**src/rtl/hazard_ctrl_if.sv**
```systemverilog
// Hazard-control bundle between the pipeline datapath and hazard_ctrl.
// The datapath side is master (register addresses and decode flags); the controller is slave.
interface hazard_ctrl_if #(
  parameter int unsigned REG_AW = 5,
  parameter int unsigned CNT_W  = 32
);
  logic [REG_AW-1:0] rs1_d;
  logic [REG_AW-1:0] rs2_d;
  logic [REG_AW-1:0] rs1_e;
  logic [REG_AW-1:0] rs2_e;
  logic [REG_AW-1:0] rd_e;
  logic [REG_AW-1:0] rd_m;
  logic [REG_AW-1:0] rd_w;
  logic              reg_write_m;
  logic              reg_write_w;
  logic              load_e;
  logic              pc_src_e;
  logic              mdu_start_e;

  logic              en_f;
  logic              en_d;
  logic              en_e;
  logic              en_m;
  logic              en_w;
  logic              set_d;
  logic              set_e;
  logic              set_m;
  logic [1:0]        fwd_a_e;
  logic [1:0]        fwd_b_e;
  logic              mdu_busy;
  logic              mdu_done;
  logic [CNT_W-1:0]  stall_cnt;

  modport master (
    output rs1_d, rs2_d, rs1_e, rs2_e, rd_e, rd_m, rd_w,
    output reg_write_m, reg_write_w, load_e, pc_src_e, mdu_start_e,
    input  en_f, en_d, en_e, en_m, en_w, set_d, set_e, set_m,
    input  fwd_a_e, fwd_b_e, mdu_busy, mdu_done, stall_cnt
  );

  modport slave (
    input  rs1_d, rs2_d, rs1_e, rs2_e, rd_e, rd_m, rd_w,
    input  reg_write_m, reg_write_w, load_e, pc_src_e, mdu_start_e,
    output en_f, en_d, en_e, en_m, en_w, set_d, set_e, set_m,
    output fwd_a_e, fwd_b_e, mdu_busy, mdu_done, stall_cnt
  );
endinterface

```
**src/rtl/hazard_ctrl.sv**
```systemverilog
// Pipeline sequencing controller: owns every enable/flush of the IF..WB registers,
// generates EX forwarding selects, tracks MDU occupancy and counts fetch-stall cycles.
module hazard_ctrl #(
  parameter int unsigned MDU_LATENCY = 8,
  parameter int unsigned REG_AW      = 5,
  parameter int unsigned CNT_W       = 32
) (
  input  logic          clk,
  input  logic          rst,
  hazard_ctrl_if.slave  hz
);

  localparam int unsigned CW = $clog2(MDU_LATENCY);
  // The RUN start cycle counts as the first occupancy cycle, BUSY covers the rest.
  localparam logic [CW-1:0] CNT_LOAD = CW'(MDU_LATENCY - 2);
  localparam logic [CNT_W-1:0] CNT_MAX = {CNT_W{1'b1}};

  typedef enum logic [0:0] {
    ST_RUN  = 1'b0,
    ST_BUSY = 1'b1
  } state_t;

  state_t           state_q;
  state_t           state_d;
  logic [CW-1:0]    cnt_q;
  logic [CW-1:0]    cnt_d;
  logic [CNT_W-1:0] stall_q;

  logic       load_use;
  logic       en_f, en_d, en_e, en_m, en_w;
  logic       set_d, set_e, set_m;
  logic       busy, done;
  logic [1:0] fwd_a, fwd_b;

  function automatic logic [1:0] fwd_sel(
    input logic [REG_AW-1:0] rs,
    input logic [REG_AW-1:0] rd_m,
    input logic [REG_AW-1:0] rd_w,
    input logic              wr_m,
    input logic              wr_w
  );
    if (wr_m && (rd_m != REG_AW'(0)) && (rd_m == rs)) begin
      return 2'b10;
    end else if (wr_w && (rd_w != REG_AW'(0)) && (rd_w == rs)) begin
      return 2'b01;
    end else begin
      return 2'b00;
    end
  endfunction

  // A load into x0 never creates a dependency.
  assign load_use = hz.load_e && (hz.rd_e != REG_AW'(0)) &&
                    ((hz.rd_e == hz.rs1_d) || (hz.rd_e == hz.rs2_d));

  // State register
  always_ff @(posedge clk) begin
    if (rst) begin
      state_q <= ST_RUN;
      cnt_q   <= '0;
    end else begin
      state_q <= state_d;
      cnt_q   <= cnt_d;
    end
  end

  // Next-state logic
  always_comb begin
    state_d = state_q;
    cnt_d   = cnt_q;
    case (state_q)
      ST_RUN: begin
        if (hz.mdu_start_e) begin
          state_d = ST_BUSY;
          cnt_d   = CNT_LOAD;
        end
      end
      ST_BUSY: begin
        if (cnt_q != CW'(0)) begin
          cnt_d = cnt_q - CW'(1);
        end else begin
          state_d = ST_RUN;
        end
      end
      default: begin
        state_d = ST_RUN;
        cnt_d   = '0;
      end
    endcase
  end

  // Output logic: enables, flushes and MDU status
  always_comb begin
    en_f  = 1'b1;
    en_d  = 1'b1;
    en_e  = 1'b1;
    en_m  = 1'b1;
    en_w  = 1'b1;
    set_d = 1'b0;
    set_e = 1'b0;
    set_m = 1'b0;
    busy  = 1'b0;
    done  = 1'b0;
    if (rst) begin
      en_f  = 1'b0;
      en_d  = 1'b0;
      en_e  = 1'b0;
      en_m  = 1'b0;
      en_w  = 1'b0;
      set_d = 1'b1;
      set_e = 1'b1;
      set_m = 1'b1;
    end else begin
      case (state_q)
        ST_RUN: begin
          if (hz.mdu_start_e) begin
            // Hold IF/ID/EX, bubble into MEM, let WB drain.
            en_f  = 1'b0;
            en_d  = 1'b0;
            en_e  = 1'b0;
            set_m = 1'b1;
          end else if (hz.pc_src_e) begin
            set_d = 1'b1;
            set_e = 1'b1;
          end else if (load_use) begin
            en_f  = 1'b0;
            en_d  = 1'b0;
            set_e = 1'b1;
          end
        end
        ST_BUSY: begin
          busy = 1'b1;
          if (cnt_q != CW'(0)) begin
            en_f  = 1'b0;
            en_d  = 1'b0;
            en_e  = 1'b0;
            set_m = 1'b1;
          end else begin
            done = 1'b1;
          end
        end
        default: begin
          busy = 1'b0;
        end
      endcase
    end
  end

  // EX operand forwarding, MEM result preferred over WB
  always_comb begin
    fwd_a = 2'b00;
    fwd_b = 2'b00;
    if (!rst) begin
      fwd_a = fwd_sel(hz.rs1_e, hz.rd_m, hz.rd_w, hz.reg_write_m, hz.reg_write_w);
      fwd_b = fwd_sel(hz.rs2_e, hz.rd_m, hz.rd_w, hz.reg_write_m, hz.reg_write_w);
    end
  end

  // Saturating count of cycles in which fetch was held
  always_ff @(posedge clk) begin
    if (rst) begin
      stall_q <= '0;
    end else if (!en_f && (stall_q != CNT_MAX)) begin
      stall_q <= stall_q + CNT_W'(1);
    end
  end

  assign hz.en_f      = en_f;
  assign hz.en_d      = en_d;
  assign hz.en_e      = en_e;
  assign hz.en_m      = en_m;
  assign hz.en_w      = en_w;
  assign hz.set_d     = set_d;
  assign hz.set_e     = set_e;
  assign hz.set_m     = set_m;
  assign hz.fwd_a_e   = fwd_a;
  assign hz.fwd_b_e   = fwd_b;
  assign hz.mdu_busy  = busy;
  assign hz.mdu_done  = done;
  assign hz.stall_cnt = stall_q;

endmodule

```
**src/flat_wrapper.sv**
```systemverilog
// flat-port wrapper written by rule: the top's interface ports become plain ports
module hazard_ctrl_flat 
#(
  parameter int unsigned MDU_LATENCY = 8,
  parameter int unsigned REG_AW      = 5,
  parameter int unsigned CNT_W       = 32
)
  (clk, rst, hz_rs1_d, hz_rs2_d, hz_rs1_e, hz_rs2_e, hz_rd_e, hz_rd_m, hz_rd_w, hz_reg_write_m, hz_reg_write_w, hz_load_e, hz_pc_src_e, hz_mdu_start_e, hz_en_f, hz_en_d, hz_en_e, hz_en_m, hz_en_w, hz_set_d, hz_set_e, hz_set_m, hz_fwd_a_e, hz_fwd_b_e, hz_mdu_busy, hz_mdu_done, hz_stall_cnt);
  hazard_ctrl_if #(.REG_AW(REG_AW), .CNT_W(CNT_W)) hz_i ();
  input  logic clk;
  input  logic rst;
  input wire logic [$bits(hz_i.rs1_d)-1:0] hz_rs1_d;
  input wire logic [$bits(hz_i.rs2_d)-1:0] hz_rs2_d;
  input wire logic [$bits(hz_i.rs1_e)-1:0] hz_rs1_e;
  input wire logic [$bits(hz_i.rs2_e)-1:0] hz_rs2_e;
  input wire logic [$bits(hz_i.rd_e)-1:0] hz_rd_e;
  input wire logic [$bits(hz_i.rd_m)-1:0] hz_rd_m;
  input wire logic [$bits(hz_i.rd_w)-1:0] hz_rd_w;
  input wire logic [$bits(hz_i.reg_write_m)-1:0] hz_reg_write_m;
  input wire logic [$bits(hz_i.reg_write_w)-1:0] hz_reg_write_w;
  input wire logic [$bits(hz_i.load_e)-1:0] hz_load_e;
  input wire logic [$bits(hz_i.pc_src_e)-1:0] hz_pc_src_e;
  input wire logic [$bits(hz_i.mdu_start_e)-1:0] hz_mdu_start_e;
  output wire logic [$bits(hz_i.en_f)-1:0] hz_en_f;
  output wire logic [$bits(hz_i.en_d)-1:0] hz_en_d;
  output wire logic [$bits(hz_i.en_e)-1:0] hz_en_e;
  output wire logic [$bits(hz_i.en_m)-1:0] hz_en_m;
  output wire logic [$bits(hz_i.en_w)-1:0] hz_en_w;
  output wire logic [$bits(hz_i.set_d)-1:0] hz_set_d;
  output wire logic [$bits(hz_i.set_e)-1:0] hz_set_e;
  output wire logic [$bits(hz_i.set_m)-1:0] hz_set_m;
  output wire logic [$bits(hz_i.fwd_a_e)-1:0] hz_fwd_a_e;
  output wire logic [$bits(hz_i.fwd_b_e)-1:0] hz_fwd_b_e;
  output wire logic [$bits(hz_i.mdu_busy)-1:0] hz_mdu_busy;
  output wire logic [$bits(hz_i.mdu_done)-1:0] hz_mdu_done;
  output wire logic [$bits(hz_i.stall_cnt)-1:0] hz_stall_cnt;
  assign hz_i.rs1_d = hz_rs1_d;
  assign hz_i.rs2_d = hz_rs2_d;
  assign hz_i.rs1_e = hz_rs1_e;
  assign hz_i.rs2_e = hz_rs2_e;
  assign hz_i.rd_e = hz_rd_e;
  assign hz_i.rd_m = hz_rd_m;
  assign hz_i.rd_w = hz_rd_w;
  assign hz_i.reg_write_m = hz_reg_write_m;
  assign hz_i.reg_write_w = hz_reg_write_w;
  assign hz_i.load_e = hz_load_e;
  assign hz_i.pc_src_e = hz_pc_src_e;
  assign hz_i.mdu_start_e = hz_mdu_start_e;
  assign hz_en_f = hz_i.en_f;
  assign hz_en_d = hz_i.en_d;
  assign hz_en_e = hz_i.en_e;
  assign hz_en_m = hz_i.en_m;
  assign hz_en_w = hz_i.en_w;
  assign hz_set_d = hz_i.set_d;
  assign hz_set_e = hz_i.set_e;
  assign hz_set_m = hz_i.set_m;
  assign hz_fwd_a_e = hz_i.fwd_a_e;
  assign hz_fwd_b_e = hz_i.fwd_b_e;
  assign hz_mdu_busy = hz_i.mdu_busy;
  assign hz_mdu_done = hz_i.mdu_done;
  assign hz_stall_cnt = hz_i.stall_cnt;
  hazard_ctrl #(.MDU_LATENCY(MDU_LATENCY), .REG_AW(REG_AW), .CNT_W(CNT_W)) u_core (.clk(clk), .rst(rst), .hz(hz_i));
endmodule
```
**config.mk**
```make
export PLATFORM = sky130hd
export DESIGN_NAME = hazard_ctrl_flat
export DESIGN_NICKNAME = d
export VERILOG_FILES = /design/src/rtl/hazard_ctrl_if.sv /design/src/rtl/hazard_ctrl.sv /design/src/flat_wrapper.sv
export SDC_FILE = /design/constraint.sdc
export NUM_CORES = 1
export LEC_CHECK = 0
export BUFFER_PORTS_ARGS = -buffer_cell sky130_fd_sc_hd__buf_2
export CORE_MARGIN = 5
export CORE_UTILIZATION = 46
export CTS_BUF_LIST = sky130_fd_sc_hd__clkbuf_8
export DETAILED_ROUTE_END_ITERATION = 6
export GPL_ROUTABILITY_DRIVEN = 0
export PLACE_DENSITY_LB_ADDON = 0.05
export SLEW_MARGIN = 20
export SYNTH_ARGS = -nofsm -noshare
export SYNTH_HDL_FRONTEND = slang
export SYNTH_SLANG_ARGS = --single-unit
```
**constraint.sdc**
```tcl
create_clock -name clk -period 3.6 [get_ports clk]
set_input_delay 0.36 -clock clk [delete_from_list [all_inputs] [get_ports clk]]
set_output_delay 0.36 -clock clk [all_outputs]
set_load 0.005 [all_outputs]
```
; ---- Word-level counts from Yosys, hierarchy flattened
; Cells that the tools add are included.
[word_totals]
regBits = 36
latch_bits = 0
elab_cells = 67
ramBits = 0
out_inout_bits = 46
input_bits = 42
romBits = 0
memories = 0
[classes]
shifts = 0
n_div = 0
addsub = 2
n_lt_le_gt_ge = 0
mux = 36
n_reduce_logical = 16
n_eq_ne = 9
n_mul = 0
bitwise_logic = 1
[ops]
columns = operator, n
row1 = "32-bit by 1-bit adder with 32-bit output, second input constant", 1
row2 = "32-bit inequality test, second input constant", 1
row3 = 5-bit == test, 6
row4 = 1-bit two-way mux, 26
row5 = 5-bit nonzero test, 3
row6 = 1-bit logical AND, 9
row7 = 2-bit two-way mux, 4
row8 = 3-bit two-way mux, 2
row9 = 1-bit case mux with 2 select lines, 3
row10 = 3-bit case mux with 2 select lines, 1
row11 = "2-bit inequality test, second input constant", 2
row12 = 3-bit nonzero test, 1
row13 = "3-bit by 1-bit subtractor with 3-bit output, second input constant", 1
row14 = 2-bit AND reduction, 1
row15 = 1-bit zero test, 1
row16 = 1-bit logical OR, 1
row17 = 1-bit inverter, 1

; ---- Longest topological paths before layout
[logic_depth]
word_depth = 10
mapped_depth = 12

; ---- Worst setup path before layout
; No wires, ideal clock.
[synth_timing]
kind = input to output
start = input hz_rd_e[0]
end = output hz_en_f
cell_stages = 8
path_buffers = 3
arrival_time_ns = 1.680
setup_slack_ns = 1.560
path_cell_list = or4_1 -> o21ai_2 -> nor3_1 -> a21o_1 -> buf_6 -> buf_6 -> inv_1 -> buf_4
[synth_via]
elab_chain_len = 8
[synth_lines]
columns = item, line
row1 = from (decl), flat_wrapper.sv:16  ; input wire logic [$bits(hz_i.rd_e)-1:0] hz_rd_e;
row2 = 5-bit == test / 5-bit nonzero test (equally long branches), "hazard_ctrl.sv:53, hazard_ctrl.sv:52"
row3 = 1-bit logical OR / 1-bit logical AND (equally long branches), "hazard_ctrl.sv:53, hazard_ctrl.sv:52"
row4 = 1-bit logical AND (*), hazard_ctrl.sv:52  ; assign load_use = hz.load_e && (hz.rd_e != REG_AW'(0)) &&
row5 = 1-bit two-way mux (*) (3 in a row), -
row6 = 1-bit case mux with 2 select lines (*), -
row7 = 1-bit two-way mux (*), -
row8 = to (decl), flat_wrapper.sv:24  ; output wire logic [$bits(hz_i.en_f)-1:0] hz_en_f;
; Mark *: on every way between the ends. The rest lies on a longest branch, timed or not.

; ---- Final worst setup path
[layout_timing]
start = register u_core.cnt_q[0]
end = register u_core.stall_q[21], in the netlist u_core.hz.stall_cnt[21]
[layout_via]
elab_chain_len = 6
[layout_lines]
columns = item, line
row1 = from (decl), hazard_ctrl.sv:25  ; logic [CW-1:0] cnt_q;
row2 = from (signal assigned), hazard_ctrl.sv:62  ; cnt_q <= cnt_d;
row3 = 3-bit nonzero test, hazard_ctrl.sv:132  ; if (cnt_q != CW'(0)) begin
row4 = 1-bit two-way mux, hazard_ctrl.sv:132
row5 = 1-bit case mux with 2 select lines, hazard_ctrl.sv:113  ; case (state_q)
row6 = 1-bit two-way mux, hazard_ctrl.sv:103  ; if (rst) begin
row7 = 1-bit zero test, hazard_ctrl.sv:162  ; end else if (!en_f && (stall_q != CNT_MAX)) begin
row8 = 1-bit logical AND, hazard_ctrl.sv:162
row9 = to (signal assigned), hazard_ctrl.sv:163  ; stall_q <= stall_q + CNT_W'(1);
row10 = to (decl), hazard_ctrl.sv:27  ; logic [CNT_W-1:0] stall_q;
; No other way between the ends.
; A chain may end at the register's enable or synchronous reset.

==> results.py <==
metrics = {
    "die": {
        "num_io_pins": 88,
        "coreArea_um2": 5010,
        "start_util_pct": 46.50,
        "rows": 26,
        "die_h_um": 81.17,
        "die_w_um": 81.17,
        "fp.dieArea_um2": 6588,
    },
    "cells_and_area": {
        "syn_to_final_growth_pct": 21.43,
        "nNetsFinal": 410,
        "drive_above_1_share_pct": 28.22,
        "seq_area_um2": 720.7,
        "diodes": 0,
        "multiInputGateArea_um2": 1466,
        "fillerInstances": 507,
        "finish.utilization_pct": 56.47,
    },
    "logic_synthesis": {
        "syn_area_um2": 2330,
        "syn_area_per_cell_um2": 8.232,
        "yosysUniqueCellTypes": 44,
        "synth_top_area_share_pct": 30.93,
        "synth-seq-area-share_pct": 30.93,
        "synth_fp_nets": 328,
        "netlist_instances": 283,
        "netlist_top_cells_area": "dfxtp_1 31%, xor2_1 12%, xnor2_1 8.3%, nor2_1 6.1%, nand3_1 5.6%",
        "yosysTopAreaCell": "dfxtp_1",
        "ys.warnings.count": 0,
        "ys_ff_latch": 36,
    },
    "global_routing": {
        "grt_pass1_wl_um": 9149,
        "grt_overflow": 0,
        "grt_pass1_vias": 2030,
        "grt_max_degree": 38,
        "grt_use_total_pct": 17.52,
        "grt_antenna_before_repair": 0,
    },
    "drt": {
        "drc": 0,
        "via_count": 2185,
        "wl_per_cell_um": 12.61,
        "dr.max_layer_used": "met4",
        "ant_nets": 0,
        "wl_met2_um": 2409,
        "routed-wl-met3_um": 465,
        "drt_wl_total_um": 5484,
        "drt_iter0_drc": 78,
        "viasPerCell": 5.023,
        "drt-met1-wl_um": 2544,
        "dr.pass1.iters": 4,
    },
    "clock_tree": {
        "clk_pin_slew_ns": 0.07,
        "clock_latency_ns": 0.28,
        "clock-sinks": 36,
        "postCtsSetupRepairBufs": 0,
        "cts-root-buf": "clkbuf_8",
        "hold_buffers": 0,
        "cts_buffers": 5,
        "cts-htree-levels": 2,
        "cts_max_path_buffers": 2,
        "cts_tree": "built",
        "cts_resized": 0,
    },
    "critical_path": {
        "end_kind": "flop",
        "crit_chain": "inv_1, ha_1, nor2b_1, a21oi_2, nor2_1, inv_1, a21o_1, nand3_2, or3_1, a21oi_1",
        "cp.arrival_ns": 2.94,
        "worstPathMaxFanout": 25,
        "required_ns": 3.82,
        "crit_buf_inv": 2,
        "max_stage_delay_ns": 0.67,
        "startpoint_type": "flop",
        "slowest_stage": "a21o_1",
        "crit_path_frequent_cell": "inv_1",
        "critPathKind": "reg2reg",
        "critPathTopFamily": "compound AO/OA/AOI/OAI gates",
    },
    "sta": {
        "grt_setup_unrepaired": "false",
        "setup-tns-final_ns": 0,
        "slew_headroom_pct": 40.18,
        "finClkSkew_ns": 0.009213,
        "slew_viol_final": 0,
        "fmaxAchievable_ghz": 0.3669,
        "layout_setup_ws_ns": 0.8746,
        "tightest_slew_ns": 0.8952,
        "finalHoldViolations": 0,
        "post-route-period-util_pct": 75.70,
        "layout_min_cycle_time_ns": 2.725,
        "setup_viol": 0,
    },
    "placed_design": {
        "numPortBuffers": 87,
        "place_ws_ns": 0.8870,
        "place_hpwl_um": 4271,
    },
    "pwr": {
        "switchingPower_uw": 226.6,
        "power.share.combinational_pct": 17.9,
        "p_per_area_nw_per_um2": 294.6,
        "intPower_uw": 606.7,
        "power.share.switching_pct": 27.19,
        "vdd_ir_drop_max_uv": 126.1,
        "pwr-share-seq_pct": 50.3,
        "pwr-share-clk_pct": 31.8,
        "p_leak_nw": 1.249,
        "p_total_uw": 833.3,
    },
    "worst_hold_path": {
        "hold_class": "in2reg",
    },
    "outcome": {
        "status": "finished, final reports clean",
    },
    "flow_run": {
        "drv_cap": 0,
    },
}
-- power by group through the flow --
stage                     Clock (mW)  Sequential (mW)  Combinational, mW
after floorplan                    0            0.425              0.101
after global placement             0            0.428              0.149
after CTS                      0.274            0.419              0.151
final                          0.265            0.419              0.149
after detailed placement           0            0.428              0.150
after global routing           0.294            0.421              0.167
-- layer usage --
metal	vias to the layer above	track usage, %
li1	1143	-
met1	965	23.01
met2	72	27.59
met3	5	5.654
met4	0	4.561
met5	-	0
-- tightest hold or removal path: stages --
cell	delay [ns]
buf_2	0.08
inv_1	0.03
o32ai_1	0.11
a21oi_1	0.06
nor2_1	0.07
-- sequential cells by signal (all words and copies together) (netlist names) --
signal and cells:
u_core.hz.stall_cnt 32, u_core.state_q 1, u_core.cnt_q 3
-- cell usage after synthesis, drive strengths merged --
cell type / n
a21o: 2
o311ai: 1
o32ai: 1
or4: 5
xor2: 32
o41ai: 1
buf: 9
a21oi: 4
o21a: 5
and2b: 1
nor4: 9
and3: 10
nand2b: 1
mux2: 1
dfxtp: 36
or3: 2
o211ai: 2
o21ai: 4
clkbuf: 4
nand2: 21
nor2b: 2
nor2: 38
clkinv: 1
nor3: 10
o22ai: 1
nand3b: 2
ha: 3
inv: 8
xnor2: 22
nand4: 11
and2: 2
mux2i: 1
a311oi: 1
and4: 2
nand3: 28
-- area by class of cell --
| cell class | instances | area share (%) |
|---|---|---|
| sequential | 36 | 25.48 |
| multi-input combinational | 225 | 51.84 |
| clock buffer | 5 | 2.433 |
| inverter | 9 | 1.194 |
| clock inverter | 2 | 0.3096 |
| timing repair buffer | 88 | 15.66 |
| tap | 70 | 3.096 |
-- worst paths after layout --
check	slack [ns]	endpoint	cells after the start	startpoint
worst max register to register	0.87	u_core.hz.stall_cnt[21]$_SDFFE_PP0P_	10	u_core.cnt_q[0]$_SDFFE_PP0P_
worst min-delay path	0.46	u_core.cnt_q[2]$_SDFFE_PP0P_	5	hz_mdu_start_e
worst min register to register	0.51	u_core.cnt_q[1]$_SDFFE_PP0P_	2	u_core.cnt_q[1]$_SDFFE_PP0P_
worst max-delay path	0.87	u_core.hz.stall_cnt[21]$_SDFFE_PP0P_	10	u_core.cnt_q[0]$_SDFFE_PP0P_
-- kinds of logic after synthesis --
family / share of synthesized area [%]
AOI/OAI and AO/OA: 6.713
xor gates and xnor gates: 20.30
adders and majority gates: 1.611
buffers and inverters: 6.122
DFF: 30.93
muxes: 1.074
and+or+nand+nor: 33.24
-- cell usage in the layout (no fill, tap or decap), types with 7 or more instances in the layout --
cell type	instances
buf_2	87
nor2_1	38
dfxtp_1	36
xor2_1	32
nand3_1	26
xnor2_1	22
nand2_1	20
nor3_1	10
nand4_1	10
and3_1	10
inv_1	9
nor4_1	7
-- metrics by stage --
step           std cells  area [um^2]  hold slack, ns
5_1_grt              435         2829          0.5009
2_1_floorplan        283         2330          0.4762
4_1_cts              435         2829          0.4567
3_3_place_gp         428         2751          0.4953
3_5_place_dp         428         2751          0.5003
6_report             435         2829          0.4571
Note: power is estimated with default switching activity, not from simulation.
